**src/rtl/fix2float_pkg.sv**
```systemverilog
// Shared constants and FSM state type for the fixed-to-FP32 converter.
// Rounding mode is selected by FIX2FLT_RNE_EN.
package fix2float_pkg;

  localparam int FP32_BIAS   = 127;
  localparam int FP32_MANT_W = 23;
  localparam int FP32_EXP_W  = 8;

  typedef enum logic [1:0] {
    IDLE,
    NORM,
    ROUND,
    DONE
  } f2f_state_t;

endpackage

```
**src/rtl/fix2float_round.sv**
```systemverilog
// Mantissa rounding stage: RNE with FIX2FLT_RNE_EN defined, else truncation.
// A mantissa carry-out bumps the exponent and leaves a zero mantissa.
module fix2float_round
  import fix2float_pkg::*;
(
  input  logic [FP32_MANT_W-1:0] mant_i,
  input  logic                   guard_i,
  input  logic                   sticky_i,
  input  logic [FP32_EXP_W-1:0]  exp_i,
  output logic [FP32_MANT_W-1:0] mant_o,
  output logic [FP32_EXP_W-1:0]  exp_o
);

`ifdef FIX2FLT_RNE_EN
  logic                 up;
  logic [FP32_MANT_W:0] sum;

  assign up  = guard_i & (sticky_i | mant_i[0]);
  assign sum = {1'b0, mant_i} + {{FP32_MANT_W{1'b0}}, up};

  // On carry the low bits of sum are already zero.
  assign mant_o = sum[FP32_MANT_W-1:0];
  assign exp_o  = exp_i
                + {{(FP32_EXP_W-1){1'b0}}, sum[FP32_MANT_W]};
`else
  logic unused_gs;

  assign unused_gs = guard_i ^ sticky_i;
  assign mant_o    = mant_i;
  assign exp_o     = exp_i;
`endif

endmodule

```
**src/rtl/fix2float32_seq.sv**
```systemverilog
// Sequential signed fixed-point to FP32 converter, 1-bit/cycle normaliser.
// FIX2FLT_RNE_EN selects round-to-nearest-even instead of truncation.
module fix2float32_seq
  import fix2float_pkg::*;
#(
  parameter int NUM_OF_INT  = 8,
  parameter int NUM_OF_FRAC = 23
) (
  input  logic                   clk,
  input  logic                   rst_n,
  input  logic                   in_valid,
  output logic                   in_ready,
  input  logic [NUM_OF_INT-1:0]  IN_int,
  input  logic [NUM_OF_FRAC-1:0] IN_frac,
  output logic                   out_valid,
  input  logic                   out_ready,
  output logic [31:0]            OUT_FLOAT32
);

  localparam int W  = NUM_OF_INT + NUM_OF_FRAC;
  localparam int EW = (W < 26) ? 26 : W;
  localparam logic [FP32_EXP_W-1:0] EXP0 =
    FP32_EXP_W'(W - 1 - NUM_OF_FRAC + FP32_BIAS);

  if (NUM_OF_FRAC != 23) begin : g_frac_chk
    $error("fix2float32_seq: NUM_OF_FRAC must be 23");
  end
  if (NUM_OF_INT < 1 || NUM_OF_INT > 8) begin : g_int_chk
    $error("fix2float32_seq: NUM_OF_INT must be 1..8");
  end

  f2f_state_t state_q;

  logic                   in_ready_q;
  logic                   out_valid_q;
  logic                   sign_q;
  logic [W-1:0]           mag_q;
  logic [FP32_EXP_W-1:0]  exp_q;
  logic [31:0]            out_q;

  logic [W-1:0]           x;
  logic [EW-1:0]          ext;
  logic [FP32_MANT_W-1:0] mant_c;
  logic                   guard_c;
  logic                   sticky_c;
  logic [FP32_MANT_W-1:0] mant_r;
  logic [FP32_EXP_W-1:0]  exp_r;
  logic                   unused_lead;

  assign x = {IN_int, IN_frac};

  // Zero-pad below the LSB so guard/sticky exist for narrow W.
  assign ext         = EW'(mag_q) << (EW - W);
  assign mant_c      = ext[EW-2 -: FP32_MANT_W];
  assign guard_c     = ext[EW-25];
  assign sticky_c    = |ext[EW-26:0];
  assign unused_lead = ext[EW-1];

  fix2float_round u_round (
    .mant_i   (mant_c),
    .guard_i  (guard_c),
    .sticky_i (sticky_c),
    .exp_i    (exp_q),
    .mant_o   (mant_r),
    .exp_o    (exp_r)
  );

  always_ff @(posedge clk or negedge rst_n) begin
    if (!rst_n) begin
      state_q     <= IDLE;
      in_ready_q  <= 1'b1;
      out_valid_q <= 1'b0;
      sign_q      <= 1'b0;
      mag_q       <= '0;
      exp_q       <= '0;
      out_q       <= '0;
    end else begin
      unique case (state_q)
        IDLE: begin
          if (in_valid) begin
            sign_q     <= x[W-1];
            mag_q      <= x[W-1] ? -x : x;
            exp_q      <= EXP0;
            in_ready_q <= 1'b0;
            state_q    <= NORM;
          end
        end
        NORM: begin
          if (mag_q == '0 || mag_q[W-1]) begin
            state_q <= ROUND;
          end else begin
            mag_q <= {mag_q[W-2:0], 1'b0};
            exp_q <= exp_q - 8'd1;
          end
        end
        ROUND: begin
          // A clear MSB after NORM means the sample was zero.
          out_q       <= mag_q[W-1] ? {sign_q, exp_r, mant_r}
                                    : 32'h0;
          out_valid_q <= 1'b1;
          state_q     <= DONE;
        end
        DONE: begin
          if (out_ready) begin
            out_valid_q <= 1'b0;
            in_ready_q  <= 1'b1;
            state_q     <= IDLE;
          end
        end
        default: state_q <= IDLE;
      endcase
    end
  end

  assign in_ready    = in_ready_q;
  assign out_valid   = out_valid_q;
  assign OUT_FLOAT32 = out_q;

endmodule

```
**config.mk**
```make
export PLATFORM = sky130hd
export DESIGN_NAME = fix2float32_seq
export DESIGN_NICKNAME = d
export VERILOG_FILES = /design/src/rtl/fix2float_pkg.sv /design/src/rtl/fix2float_round.sv /design/src/rtl/fix2float32_seq.sv
export SDC_FILE = /design/constraint.sdc
export NUM_CORES = 1
export LEC_CHECK = 0
export CORE_ASPECT_RATIO = 2
export CORE_UTILIZATION = 55
export DETAILED_ROUTE_END_ITERATION = 10
export DONT_BUFFER_PORTS = 1
export PLACE_DENSITY = 0.79
export SLEW_MARGIN = 20
export SYNTH_ARGS = -nofsm -noshare
export SYNTH_HDL_FRONTEND = slang
export SYNTH_HIERARCHICAL = 1
export SYNTH_SLANG_ARGS = --single-unit
```
**constraint.sdc**
```tcl
create_clock -name clk -period 2.8 [get_ports clk]
set_clock_uncertainty 0.15 [all_clocks]
set_input_delay 0.28 -clock clk [delete_from_list [all_inputs] [get_ports clk]]
set_output_delay 0.28 -clock clk [all_outputs]
set_load 0.005 [all_outputs]
```
# After elaboration in Yosys (flattened, before gate mapping)
# Cells that the tools add are included.
# Widths: inputs -> output; s select.
totals:
  reg_bits: 76
  inputBits: 35
  out_inout_bits: 34
  wordCells: 44
classes:
  n_addsub: 2
  eq_ne: 7
  muxes: 17
  n_reduce_logical: 11
op_table:
  columns: ["operator", "n"]
  rows:
  - ["$mux 31", 3]
  - ["$pmux 31 s2", 1]
  - ["$mux 32", 1]
  - ["$logic_not 31->1", 1]
  - ["$neg 31->31", 1]
  - ["$mux 8", 2]
  - ["$pmux 8 s2", 1]
  - ["$reduce_and 3->1", 3]
  - ["$ne 2x2->1 const B", 4]
  - ["$pmux 2 s4", 1]
  - ["$sub 8x1->8 const B", 1]
  - ["$mux 2", 3]
  - ["$reduce_bool 2->1", 3]
  - ["$eq 2x2->1 const B", 2]
  - ["$pmux 1 s2", 2]
  - ["$reduce_and 2->1", 2]
  - ["$mux 1", 3]
  - ["$eq 2x1->1 const B", 1]
  - ["$logic_not 2->1", 1]
  - ["$logic_or 1x1->1", 1]

# Longest topological paths before layout
logic_depth:
  ltp_word: 4
  mapped_depth: 11
  depth_no_buf: 8

# By module
# The synthesis kept the hierarchy.
by_module_without_submodules:
  columns: ["mod", "n_inst", "cells_each", "area_per_inst_um2", "seq_area_each_um2"]
  rows:
  - ["fix2float32_seq", 1, 488, 4342.9, 1903.1]
  - ["fix2float_round", 1, 31, 232.7, 0.0]

# Worst setup path after synthesis
# No wires, ideal clock.
synth_path:
  path_type: "input to register"
  start: "input IN_frac[0]"
  end: "register mag_q[26], in the netlist ext[26]"
  setup_time_ns: 0.125
  arrival_ns: 1.959
  required_time_ns: 2.525
  setup_slack_ns: 0.567
  stages: 8
  path_buffers: 0
  cell_sequence: "inv_1 ha_1 nor3b_1 nand2_2 o41ai_1 xor2_1 o21ai_0 mux2_2"
synth_via:
  elab_chain_len: 4
synth_lines:
  columns: ["element", "line", "text"]
  rows:
  - ["from (decl)", "fix2float32_seq.sv:14", "input logic [NUM_OF_FRAC-1:0] IN_frac,"]
  - ["$neg 31->31", "fix2float32_seq.sv:82", "mag_q <= x[W-1] ? -x : x;"]
  - ["$mux 31", "fix2float32_seq.sv:82", null]
  - ["$mux 31", "fix2float32_seq.sv:80", "if (in_valid) begin"]
  - ["$pmux 31 s2", "fix2float32_seq.sv:78", "unique case (state_q)"]
  - ["to (signal assigned)", "fix2float32_seq.sv:82", null]
  - ["to (signal assigned)", "fix2float32_seq.sv:92", "mag_q <= {mag_q[W-2:0], 1'b0};"]
  - ["to (decl)", "fix2float32_seq.sv:37", "logic [W-1:0] mag_q;"]
# Every way passes these cells. The select of a mux whose other input is x is not followed.
# A chain may end at the register's enable or synchronous reset.

# Final worst setup path
layout_path:
  start: "register mag_q[28], in the netlist ext[28]"
  end: "register mag_q[10], in the netlist ext[10]"
layout_via:
  elab_chain_len: 4
layout_lines:
  columns: ["element", "line", "text"]
  rows:
  - ["$logic_not 31->1", "fix2float32_seq.sv:89", "if (mag_q == '0 || mag_q[W-1]) begin"]
  - ["$logic_or 1x1->1", "fix2float32_seq.sv:89", null]
  - ["$ne 2x2->1 (no source line)", null, null]
  - ["$reduce_and 3->1 (no source line)", null, null]
# Every way passes these cells.

==> reports/metrics.csv <==
stage;metric;value;unit
status;outcome;finished clean;
routing;first_pass_iters;4;
critical_path;cpPeakStageDelay;0.41;ns
critical_path;critical_path.cell_chain;nor4_1 > nand4_1 > o31ai_2 > a21o_1 > buf_4 > o21ai_0;
floorplanning;die_w;66.5;µm
routing;via_count;3462;
power_and_ir_drop;power_frac_comb;38.0;%
finish;layout.filler_cells;703;
cts;cts_htree_levels;3;
global_routing;grt_antenna_before_repair;0;
power_and_ir_drop;fin_total_pwr;4.74;mW
sta;fin_crit;2.54;ns
synthesis;number_of_instances_in_the_synthesized_netlist;519;
critical_path;worstPathRequired;2.85;ns
cts;tritoncts;yes;
place;place_hpwl;6880;µm
synthesis;ys_seq_elements;76;
synthesis;synth_top_area_cell;dfrtp_1;
power_and_ir_drop;vdd_ir_drop_max;0.433;mV
finish;syn2layout_area_growth;4.24;%
synthesis;yosys_warnings;6;
sta;maxSlewViolCount;0;
global_routing;grt_max_degree;77;
place;gpl.final_weighted_congestion;0.830;
power_and_ir_drop;powerDensity;994;mW/mm²
sta;final.hold.worst_slack;0.0140;ns
critical_path;worst-path-buf-inv;1;
routing;detail_route.vias_per_cell;5.92;
routing;first_iter_violations;298;
sta;min_period_over_period;90.8;%
power_and_ir_drop;power_leakage;1.97;nW
synthesis;synthTopCellsByArea;dfrtp_1, o21ai_0, buf_4;
routing;wl_met3;472;µm
critical_path;endpoint_kind;register;
floorplanning;cell_row_count;46;
synthesis;yosysTopAreaCellShare;41.0;%
routing;finalWirelength;9460;µm
cts;post_cts.repair.setup_buffers;0;
routing;post-route-drc-count;0;
flow_run;timing.max_cap.violations;0;
floorplanning;die_area;0.00871;mm²
sta;fmaxAchievable;0.394;GHz
power_and_ir_drop;clockPowerShare;21.8;%
floorplanning;initial_util;57.2;%
sta;grt_setup_unrepaired;no;
critical_path;crit_path_max_fanout;26;
critical_path;worst_ep_arrival_time;2.59;ns
finish;proportion_of_layout_cells_with_a_drive_suffix_above_1;8.79;%
min_path;type_of_the_most_critical_hold_path;in2reg;
cts;insertion_delay;0.33;ns
finish;post_layout_nonfiller_instances;585;
sta;max_slew.worst_pin.slew;0.546;ns
power_and_ir_drop;p_int;2.85;mW
global_routing;first_pass_grt_wire_length;15600;µm
global_routing;grt_pass1_vias;3373;
cts;clock_sinks;76;
finish;design.final.nets;526;
cts;clock_tree.buffer_depth;2;
power_and_ir_drop;total_switching_power;1.89;mW
sta;timing.slew.headroom;63.3;%
place;port_buffers;0;
synthesis;synth_fp_nets;561;
sta;setup-violations-final;0;
critical_path;critPathSlowestCell;dfrtp_1;
critical_path;worstSetupStartpointType;register;
routing;ant_nets;0;
synthesis;post_synth.cell_area_avg;8.82;µm²
synthesis;yosysSeqAreaShare;41.6;%
floorplanning;core_region_area;0.00800;mm²
power_and_ir_drop;seq_power_share;40.2;%
sta;setup-tns-final;0;ns
place;placed_cells_incl_taps;564;
power_and_ir_drop;power.share.switching;39.9;%
critical_path;criticalPathCategory;reg2reg;
cts;tritoncts.num_buffers;9;
synthesis;combined_area_of_all_synthesized_cells;0.00458;mm²
synthesis;ys_types;49;
routing;detailroute.wirelength.met2;4870;µm
cts;clk_transition_reported_paths;0.06;ns
finish;antenna_cells_inserted;0;
finish;finalCoreUtilization;59.6;%
global_routing;overflow;0;
global_routing;overall_global_routing_usage;23.7;%
floorplanning;io_pins;69;
cts;clk_root_buffer_cell;clkbuf_16;
critical_path;critical_path.top_delay_family;compound AO/OA/AOI/OAI gates;
routing;drt-met1-wl;3890;µm
routing;dr.max_layer_used;met4;
sta;hold_viol_final;0;
floorplanning;die_h;131;µm
routing;routedWlPerCell;16.2;µm
-- timing repair --
| item | 4_1_cts | 5_1_grt |
|---|---|---|
| endpoints found under the hold margin | 80 | 0 |
| setup endpoints to repair | 0 | 13 |
| gates resized for setup | 0 | 1 |
| hold buffers | 5 | 0 |
-- synth_stat cells, drive strengths merged --
cell type / n
nor2b: 4
buf: 44
and3: 1
a41oi: 4
o31ai: 10
a221o: 1
nand2: 44
o2111ai: 1
xor2: 7
dfrtp: 75
a41o: 1
o21ai: 74
mux2: 4
nand4: 2
nand4b: 1
xnor2: 20
nor2: 25
a21bo: 1
a22o: 1
o22ai: 1
dfstp: 1
or4: 7
or3: 5
nor3b: 1
nor3: 5
a21o: 1
ha: 7
nand3b: 2
nand2b: 2
or2: 1
nor4: 14
clkbuf: 19
o221a: 1
mux2i: 21
inv: 45
a21oi: 19
nor4b: 1
nand3: 36
o41ai: 10
-- power groups by stage --
stage                     Clock, mW  Combinational [mW]  Sequential [mW]
after floorplan                   0                1.65             1.78
after detailed placement          0                1.76             1.92
final                          1.03                1.80             1.91
after CTS                      1.05                1.80             1.90
after global placement            0                1.68             1.89
after global routing           1.09                2.05             1.97
-- area by class of cell --
class                   count  area (µm²)  share of cell area, %
repair buffers             17         170                   3.57
multi-input cells         335        2150                   45.0
inverters                  45         169                   3.54
clock buffers              16         262                   5.48
flip-flops and latches     76        1900                   39.9
well taps                  96         120                   2.52
-- registers in the layout (all words and copies together) (netlist names) --
name and count:
out_valid 1, sign_q 1, in_ready 1, OUT_FLOAT32 32, exp_q 8, state_q 2
ext 31
-- per-layer routing --
| metal | vias up | GRT usage (%) |
|---|---|---|
| li1 | 1716 | - |
| met1 | 1636 | 27.7 |
| met2 | 99 | 40.9 |
| met3 | 11 | 5.38 |
| met4 | 0 | 9.89 |
| met5 | - | 0 |
-- stage by stage --
stage	worst slack, ns	cell area [µm²]
2_1_floorplan	0.567	4580
3_3_place_gp	0.340	4430
3_5_place_dp	0.263	4430
4_1_cts	0.193	4760
5_1_grt	0.0476	4770
6_report	0.259	4770
-- worst reg2reg max path, stage by stage, from the launching register on --
cell and delay, ns:
dfrtp_1 0.41, nor4_1 0.40, nand4_1 0.29, o31ai_2 0.33
a21o_1 0.38, buf_4 0.32, o21ai_0 0.13
-- path summary, 6_finish.rpt --
| check | from | to | slack, ns | cells after the start |
|---|---|---|---|---|
| min | in_valid | in_ready$_DFFE_PN1P_ | 0.01 | 2 |
| max | ext[28]$_DFFE_PN0P_ | ext[10]$_DFFE_PN0P_ | 0.26 | 6 |
| max in group asynchronous | rst_n | in_ready$_DFFE_PN1P_ | 1.83 | 2 |
| max reg2reg | ext[28]$_DFFE_PN0P_ | ext[10]$_DFFE_PN0P_ | 0.26 | 6 |
| min in group asynchronous | rst_n | OUT_FLOAT32[27]$_DFFE_PN0P_ | 0.34 | 2 |
| min reg2reg | ext[2]$_DFFE_PN0P_ | ext[2]$_DFFE_PN0P_ | 0.36 | 2 |
-- cells by family after synthesis --
group / count (synthesis) / synth area share, %
AO/OA/AOI/OAI: 125 / 16.9
XOR/XNOR: 27 / 5.17
adder cells (fa/ha/maj): 7 / 1.91
buffers and inverters: 108 / 11.8
flip-flops: 76 / 41.6
multiplexers: 25 / 5.58
AND/OR/NAND/NOR: 151 / 17.1
-- cell usage in the layout (no fill, tap or decap), types with 2 or more instances in the layout --
cell and n:
dfrtp_1 75, o21ai_0 74, inv_1 45, nand2_1 43, nand3_1 36, nor2_1 25, mux2i_1 21, xnor2_1 20
a21oi_1 19, nor4_1 11, buf_4 11, o31ai_1 9, clkbuf_16 9, o41ai_1 7, xor2_1 7, or4_1 6
clkbuf_1 6, nor3_1 5, or3_1 5, ha_1 5, mux2_2 4, nor2b_1 4, a41oi_1 4, dlygate4sd3_1 4
nor4_2 2, nand4_1 2, nand2b_1 2, o41ai_2 2, nand3b_1 2, ha_2 2
Note: power is estimated with default switching activity, not from simulation.
